**config.mk**
```make
export PLATFORM = sky130hd
export DESIGN_NAME = btn_debounce_pulse
export DESIGN_NICKNAME = d
export VERILOG_FILES = /design/src/rtl/btn_debounce_pulse_pkg.sv /design/src/rtl/btn_debounce_pulse_sync_debounce.sv /design/src/rtl/btn_debounce_pulse.sv
export SDC_FILE = /design/constraint.sdc
export NUM_CORES = 1
export LEC_CHECK = 0
export ABC_AREA = 1
export ABC_CLOCK_PERIOD_IN_PS = 1900
export CAP_MARGIN = 15
export CORE_MARGIN = 3
export CORE_UTILIZATION = 56
export CTS_CLUSTER_DIAMETER = 150
export DETAILED_ROUTE_END_ITERATION = 7
export MAX_ROUTING_LAYER = met4
export PLACE_DENSITY_LB_ADDON = 0.2
export SLEW_MARGIN = 10
export SYNTH_ARGS = -nofsm -noshare
export SYNTH_HDL_FRONTEND = slang
export SYNTH_SLANG_ARGS = --single-unit
```
**constraint.sdc**
```tcl
create_clock -name clk -period 1.9 [get_ports clk]
set_input_delay 0.38 -clock clk [delete_from_list [all_inputs] [get_ports clk]]
set_output_delay 0.38 -clock clk [all_outputs]
set_load 0.01 [all_outputs]
```
**src/rtl/btn_debounce_pulse_pkg.sv**
```systemverilog
// Shared encodings and width helper for the button debounce / repeat-pulse block.
package btn_debounce_pulse_pkg;

  localparam logic [1:0] ST_IDLE        = 2'd0;
  localparam logic [1:0] ST_HOLD_DELAY  = 2'd1;
  localparam logic [1:0] ST_HOLD_REPEAT = 2'd2;

  // Bits needed to hold values 0..max_val inclusive (never less than 1).
  function automatic int unsigned cnt_width(input int unsigned max_val);
    return (max_val < 1) ? 1 : $clog2(max_val + 1);
  endfunction

endpackage

```
**src/rtl/btn_debounce_pulse_sync_debounce.sv**
```systemverilog
// Two-flop synchroniser followed by a stable-sample debounce counter.
module btn_debounce_pulse_sync_debounce #(
  parameter int unsigned DB_CYCLES = 1_000_000
) (
  input  logic clk,
  input  logic rst,
  input  logic btn_in,
  output logic btn_level,
  output logic btn_flip
);
  import btn_debounce_pulse_pkg::*;

  localparam int unsigned CntW = cnt_width(DB_CYCLES);
  localparam logic [CntW-1:0] CntMax = CntW'(DB_CYCLES);
  localparam logic [CntW-1:0] CntOne = CntW'(1);

  logic            s1_q, s2_q;
  logic [CntW-1:0] cnt_q, cnt_d, cnt_inc;
  logic            level_q, level_d;
  logic            flip;

  always_comb begin
    cnt_inc = cnt_q + CntOne;
    cnt_d   = '0;
    flip    = 1'b0;
    if (s2_q != level_q) begin
      // Reaching the threshold accepts the new level; counter restarts for the next change.
      if (cnt_inc == CntMax) begin
        flip = 1'b1;
      end else begin
        cnt_d = cnt_inc;
      end
    end
    level_d = level_q ^ flip;
  end

  always_ff @(posedge clk) begin
    if (rst) begin
      s1_q    <= 1'b0;
      s2_q    <= 1'b0;
      cnt_q   <= '0;
      level_q <= 1'b0;
    end else begin
      s1_q    <= btn_in;
      s2_q    <= s1_q;
      cnt_q   <= cnt_d;
      level_q <= level_d;
    end
  end

  assign btn_level = level_q;
  // Combinational strobe: btn_level changes at the coming edge.
  assign btn_flip  = flip;

endmodule

```
**src/rtl/btn_debounce_pulse.sv**
```systemverilog
// Debounced push-button with registered press/release pulses and hold-to-repeat.
module btn_debounce_pulse #(
  parameter int unsigned DB_CYCLES    = 1_000_000,
  parameter int unsigned REPEAT_EN    = 1,
  parameter int unsigned REPEAT_DELAY = 50_000_000,
  parameter int unsigned REPEAT_RATE  = 20_000_000
) (
  input  logic clk,
  input  logic rst,
  input  logic btn_in,
  output logic btn_level,
  output logic btn_press,
  output logic btn_release
);
  import btn_debounce_pulse_pkg::*;

  localparam int unsigned TmrMax = (REPEAT_DELAY > REPEAT_RATE) ? REPEAT_DELAY : REPEAT_RATE;
  localparam int unsigned TmrW   = cnt_width(TmrMax);
  localparam logic [TmrW-1:0] TmrDelay = TmrW'(REPEAT_DELAY);
  localparam logic [TmrW-1:0] TmrRate  = TmrW'(REPEAT_RATE);
  localparam logic [TmrW-1:0] TmrOne   = TmrW'(1);

  logic            level, flip, rise, fall;
  logic [1:0]      state_q, state_d;
  logic [TmrW-1:0] timer_q, timer_d;
  logic            press_q, press_d, release_q, release_d;

  btn_debounce_pulse_sync_debounce #(
    .DB_CYCLES(DB_CYCLES)
  ) u_sync_debounce (
    .clk      (clk),
    .rst      (rst),
    .btn_in   (btn_in),
    .btn_level(level),
    .btn_flip (flip)
  );

  assign rise = flip & ~level;
  assign fall = flip & level;

  always_comb begin
    state_d   = state_q;
    timer_d   = timer_q;
    press_d   = 1'b0;
    release_d = 1'b0;
    unique case (state_q)
      ST_HOLD_DELAY: begin
        if (fall) begin
          release_d = 1'b1;
          state_d   = ST_IDLE;
          timer_d   = '0;
        end else if (REPEAT_EN != 0 && timer_q == TmrDelay) begin
          press_d = 1'b1;
          timer_d = TmrOne;
          state_d = ST_HOLD_REPEAT;
        end else if (timer_q != TmrDelay) begin
          timer_d = timer_q + TmrOne;
        end
      end
      ST_HOLD_REPEAT: begin
        // A release wins over a repeat that falls due in the same cycle.
        if (fall) begin
          release_d = 1'b1;
          state_d   = ST_IDLE;
          timer_d   = '0;
        end else if (timer_q == TmrRate) begin
          press_d = 1'b1;
          timer_d = TmrOne;
        end else begin
          timer_d = timer_q + TmrOne;
        end
      end
      default: begin
        state_d = ST_IDLE;
        timer_d = '0;
        if (rise) begin
          press_d = 1'b1;
          state_d = ST_HOLD_DELAY;
          timer_d = TmrOne;
        end
      end
    endcase
  end

  always_ff @(posedge clk) begin
    if (rst) begin
      state_q   <= ST_IDLE;
      timer_q   <= '0;
      press_q   <= 1'b0;
      release_q <= 1'b0;
    end else begin
      state_q   <= state_d;
      timer_q   <= timer_d;
      press_q   <= press_d;
      release_q <= release_d;
    end
  end

  assign btn_level   = level;
  assign btn_press   = press_q;
  assign btn_release = release_q;

endmodule
```
**Word-level counts from Yosys, hierarchy flattened**

Cells that the tools add are included.

- Bits in registers: 53
- Bits of input ports: 3
- Output and inout bits: 3
- Logic and storage cells: 51

- Add/sub/neg operators: 2
- Equal/unequal tests: 10
- Mux-type cells: 21
- Bitwise logic cells: 6
- Reduce and logical (&&, ||, !) cells: 4

Operators by type and width:

| cell | number |
|---|---|
| $mux 26 | 5 |
| $pmux 26 s2 | 1 |
| $add 26x1->26 const B | 1 |
| $eq 26x25->1 const B | 1 |
| $eq 26x26->1 const B | 1 |
| $ne 26x26->1 const B | 1 |
| $add 20x1->20 const B | 1 |
| $eq 20x20->1 const B | 1 |
| $mux 1 | 10 |
| $mux 2 | 3 |
| $ne 4x4->1 const B | 1 |
| $pmux 2 s2 | 1 |
| $reduce_or 2->1 | 2 |
| $ne 3x3->1 const B | 1 |
| $not 1->1 | 3 |
| $reduce_or 3->1 | 1 |
| $and 1x1->1 | 2 |
| $eq 2x1->1 const B | 1 |
| $eq 2x2->1 const B | 1 |
| $ne 2x2->1 const B | 1 |
| $pmux 1 s2 | 1 |
| $reduce_and 2->1 | 1 |
| $ne 1x1->1 | 1 |
| $xor 1x1->1 | 1 |

**Logic depth before layout (Yosys ltp)**

- Depth in word-level cells: 7
- Gate-level depth with buffers: 16
- Gate-level depth less buffers: 15

**Hierarchy**

A second synthesis with hierarchy kept.

- Cell total of the unflattened synthesis: 488
- Area total of the unflattened synthesis: 3131.8 sq um

By module, submodules not included:

| module | instances | cells each | area an instance (sq um) | sequential area each (sq um) |
|---|---|---|---|---|
| btn_debounce_pulse | 1 | 273 | 1804.2 | 600.6 |
| btn_debounce_pulse_sync_debounce | 1 | 215 | 1327.5 | 460.4 |

**Worst setup path after synthesis**

OpenSTA, ideal clock, no wires.

- Path type: register to register
- From: register u_sync_debounce.cnt_q[0]
- To: register timer_q[23]
- Setup time: 0.116 ns
- Arrival: 1.946 ns
- Required time: 1.784 ns
- Setup slack: -0.162 ns
- Stages on the path, launching flop included: 15
- Buffers on the path: 1
- Clock period less this slack: 2.062 ns
- Cells stage by stage: dfxtp_1 > ha_1 > nand2_1 > nor2_4 > nand2_4 > nor2_1 > xnor2_1 > nand2_1 > nor2_2 > nand4_4 > nand3_2 > nand2_2 > nand2_4 > buf_12 > nor2_1

- Cells in the longest elaborated chain, start to end: 7
- Elaborated cells on any way between the ends: 9
- Classes of those cells: add/sub: 1; eq/ne: 2; mux: 5; bitwise: 1

RTL lines:

| item | RTL line | RTL |
|---|---|---|
| start, declared | btn_debounce_pulse_sync_debounce.sv:18 | `logic [CntW-1:0] cnt_q, cnt_d, cnt_inc;` |
| start signal, assigned | btn_debounce_pulse_sync_debounce.sv:46 | `cnt_q <= cnt_d;` |
| $add 20x1->20 (*) | btn_debounce_pulse_sync_debounce.sv:23 | `cnt_inc = cnt_q + CntOne;` |
| $eq 20x20->1 (*) | btn_debounce_pulse_sync_debounce.sv:28 | `if (cnt_inc == CntMax) begin` |
| $mux 1 (*) | btn_debounce_pulse_sync_debounce.sv:28 |  |
| $mux 1 (*) | btn_debounce_pulse_sync_debounce.sv:26 | `if (s2_q != level_q) begin` |
| $and 1x1->1 (*) | btn_debounce_pulse.sv:39 | `assign fall = flip & level;` |
| $mux 26, on equally long branches | btn_debounce_pulse.sv:62, btn_debounce_pulse.sv:48 |  |
| $pmux 26 s2 | btn_debounce_pulse.sv:46 | `unique case (state_q)` |
| end signal, assigned | btn_debounce_pulse.sv:93 | `timer_q <= timer_d;` |
| end, declared | btn_debounce_pulse.sv:25 | `logic [TmrW-1:0] timer_q, timer_d;` |

Every way passes the cells marked *; elsewhere a longest branch is shown, timed or not.
A chain may end at the register's enable or synchronous reset.

**Worst setup path after layout**

- From: register u_sync_debounce.cnt_q[0]
- To: register press_q (netlist: btn_press)

- Cells in the longest elaborated chain, start to end: 7
- Elaborated cells on any way between the ends: 10
- Classes of those cells: add/sub: 1; eq/ne: 1; mux: 6; bitwise: 2

RTL lines:

| item | RTL line | RTL |
|---|---|---|
| $add 20x1->20 (*) | btn_debounce_pulse_sync_debounce.sv:23 |  |
| $eq 20x20->1 (*) | btn_debounce_pulse_sync_debounce.sv:28 |  |
| $mux 1 (*) | btn_debounce_pulse_sync_debounce.sv:28 |  |
| $mux 1 (*) | btn_debounce_pulse_sync_debounce.sv:26 |  |
| $and 1x1->1, on equally long branches | btn_debounce_pulse.sv:38, btn_debounce_pulse.sv:39 |  |
| $mux 1, on equally long branches | btn_debounce_pulse.sv:76, btn_debounce_pulse.sv:48, btn_debounce_pulse.sv:62 |  |
| $pmux 1 s2 (*) | btn_debounce_pulse.sv:46 |  |
| end signal, assigned | btn_debounce_pulse.sv:94 | `press_q <= press_d;` |
| end, declared | btn_debounce_pulse.sv:26 | `logic press_q, press_d, release_q, release_d;` |

Marks and branches as above.

==> impl_metrics.csv <==
group,metric,value,unit
power_and_ir_drop,leakage,0.00138,uW
synthesis,synth_ff_type,"dfxtp_1",
placement,placed_cells,527,
timing,worst_slew_pin_slew,0.360,ns
timing,hold_slack,0.419,ns
hold_path,whs_path_depth,2,
placement,place_hpwl,4.97,mm
synthesis,synth-edff-count,0,
worst_setup_path,r2r_cells,14,
timing,final.period_utilization,110,%
placement,post-place-ws,-0.209,ns
synthesis,synth-async-reset-ratio,0,%
final_layout,area_delta_synth_final,26.2,%
floorplan,die-width,77.8,um
synthesis,syn_nets,416,
final_layout,diodes,0,
outcome,outcome,"complete, but fails checks",
worst_setup_path,crit_fanout,4,
global_routing,track_usage,24.2,%
clock_network,cts_sinks,53,
worst_setup_path,start_kind,"register",
clock_network,cts_buffers,5,
timing,period_minus_slack,2.10,ns
placement,portBuffers,5,
synthesis,yosys.area.top_type,"dfxtp_1",
final_layout,fillers,384,
clock_network,clockBufferDepth,2,
worst_setup_path,worstSetupEndpointType,"register",
global_routing,grt_max_degree,21,
hold_path,min_path_type,"register to register",
final_layout,multi_input_area,0.00167,mm2
detailed_routing,viasPerCell,5.09,
outcome,failed_checks,"setup timing",
detailed_routing,vias,2736,
timing,fmax,477,MHz
detailed_routing,ant_nets,0,
hold_path,min-delay-start,"u_sync_debounce.s1_q",
power_and_ir_drop,ir_drop,0.384,mV
detailed_routing,drt-pass1-iter-count,4,
worst_setup_path,arrival,2.35,ns
worst_setup_path,critPathMaxStageDelay,0.37,ns
synthesis,netlist_area,0.00289,mm2
placement,gp_congestion,0.900,
synthesis,synth_top_area_share,36.8,%
floorplan,dieArea,0.00605,mm2
global_routing,grt_pass1_wl,11.7,mm
final_layout,final_cells,538,
detailed_routing,wl,6.50,mm
synthesis,synth_warnings,0,
synthesis,yosys_register_bits,53,
floorplan,fp-row-count,25,
final_layout,final_cell_area,0.00364,mm2
timing,slew_headroom,75.8,%
run,max_cap_viol_count,0,
clock_network,h-tree-depth,2,
synthesis,synth.avg_cell_area,7.07,um2
clock_network,insertion_delay,0.30,ns
power_and_ir_drop,power.density,513,mW/mm2
clock_network,cts_tree,"done",
worst_setup_path,cp_cell_sequence,"ha_4 > nand2_4 > nor2_4 > buf_4 > buf_4 > nand4_1 > nand2_1 > nand2_2 > nand2_2 > nor2_4 > nand3_2 > or2_1 > or2_1 > nand3_1",
clock_network,clock-root-buffer,"clkbuf_8",
timing,setup_viol,51,
synthesis,synth_area_leaders,"dfxtp_1 (37%), nand2_1 (11%), nor2_1 (8.3%)",
worst_setup_path,criticalPathCategory,"register to register",
timing,setup_ws,-0.196,ns
floorplan,io_pins,6,
global_routing,antenna_found_initial,0,
worst_setup_path,required,2.15,ns
final_layout,seq_area,0.00107,mm2
detailed_routing,wl_per_cell,12.1,um
global_routing,first_global_vias,2726,
timing,rsz0062_at_grt,"true",
global_routing,globalRouteOverflowTotal,0,
clock_network,clkTransAtPathRegs,0.09,ns
power_and_ir_drop,fin_total_pwr,1870,uW
worst_setup_path,worstSetupStartpoint,"u_sync_debounce.cnt_q[0]",
floorplan,core,0.00485,mm2
worst_setup_path,slowest_stage,"dfxtp_4",
worst_setup_path,r2r_start,"u_sync_debounce.cnt_q[0]",
timing,finalHoldViolCount,0,
detailed_routing,drt_iter0_markers,111,
final_layout,fin_nets,479,
final_layout,drive_above_1_share,24.6,%
timing,finalMaxSlewViolations,0,
timing,clock_skew,0.00533,ns
detailed_routing,drc,0,
synthesis,netlist_instances,408,
synthesis,synth_sequential_area_ratio,36.8,%
floorplan,die_h,77.8,um
placement,place_area,0.00343,mm2
synthesis,synth_cell_types,37,
floorplan,start_util,59.5,%
[worst max-delay path, delay by kind of cell, from the launching register on]
| family | cells | cell delay (ns) |
|---|---|---|
| AND/OR/NAND/NOR | 11 | 1.27 |
| flip-flops | 1 | 0.37 |
| adder cells (fa/ha/maj) | 1 | 0.17 |
| buffers and inverters | 2 | 0.24 |
[where the power goes]
| part | switching [uW] | internal [uW] |
|---|---|---|
| clock network | 353 | 383 |
| logic | 11.0 | 8.02 |
| registers | 2.34 | 1110 |
| total | 367 | 1500 |
[per-layer routing]
layer  GRT usage [%]  vias up  wire length, um
met4            9.25        0              156
met3            4.41       14              189
li1                -     1440                -
met5               -        -                0
met2            41.4       40             3310
met1            28.1     1242             2840
[cells in the mapped netlist (2+ instances only)]
cell type,n
a21oi_1,11
buf_2,2
dfxtp_1,53
ha_1,5
inv_1,53
nand2_1,88
nand2_2,4
nand2_4,3
nand3_1,28
nand3_2,2
nand3b_1,2
nand4_1,13
nor2_1,64
nor2_2,13
nor2_4,6
nor3_1,8
nor3b_1,2
nor4_1,10
o211ai_1,2
o21ai_0,6
xnor2_1,5
xor2_1,13
[sequential cells by signal, indices dropped and copies added (netlist names), named ones only]
register,count
state_q,2
u_sync_debounce.s2_q,1
u_sync_debounce.cnt_q,20
timer_q,26
btn_release,1
btn_press,1
u_sync_debounce.s1_q,1
[stage by stage]
step                      util, %  TNS (ns)
final                        75.1     -7.49
after global routing         75.1    -15.36
after CTS                    74.3     -6.99
after detailed placement     70.8     -8.02
after global placement       70.8     -8.25
after floorplan                 -     -1.32
[cell families after synthesis]
logic type,count (synthesis),share of synthesized area [%]
DFF,53,36.8
adders and majority gates,5,2.17
xor gates and xnor gates,18,5.46
AOI/OAI and AO/OA,26,5.25
buffers and inverters,59,8.58
and+or+nand+nor,247,41.8
[cell type report]
cell class / count / share of cell area, %
clock buffer: 5 / 1.89
clock inverter: 2 / 0.962
inverter: 54 / 5.56
multi-input combinational: 296 / 45.9
sequential: 53 / 29.3
tap: 67 / 2.30
timing repair buffer: 61 / 14.0
[repair_timing]
item                                   in CTS  in global routing
cloned                                      0                  0
setup buffers                               4                  1
resized for setup                          14                  9
setup endpoints to repair                  51                 51
pin swaps                                   8                  2
endpoints found under the hold margin       0                  0
hold buffers                                0                  0
[worst paths after layout]
path,slack (ns),endpoint
max reg2reg,-0.20,btn_press
min,0.42,u_sync_debounce.s2_q
max,-0.20,btn_press
min reg2reg,0.42,u_sync_debounce.s2_q
[layout by cell type, fill, tap and decap left out, types with 2 or more instances in the layout]
cell type        Yosys  final
inv_2                1      2
a21oi_1             11     11
clkbuf_8             0      5
nor2_4               6     10
o21ai_0              6      5
nand2_1             88     83
xnor2_1              5      4
o211ai_1             2      2
ha_1                 5      4
nand2_4              3      4
buf_4                0     52
dfxtp_1             53     49
xor2_1              13     13
nand4_1             13     13
nor2_1              64     61
nor4_1              10     10
nand2_2              4      8
nor2_2              13     12
clkdlybuf4s50_1      0      5
buf_12               1      3
o21ai_1              1      2
inv_1               53     52
nor3_1               8      7
nand3b_1             2      2
or2_1                1      2
nand3_2              2      5
dfxtp_2              0      3
nand3_1             28     25
No activity file was read; power rests on OpenSTA's default activity.
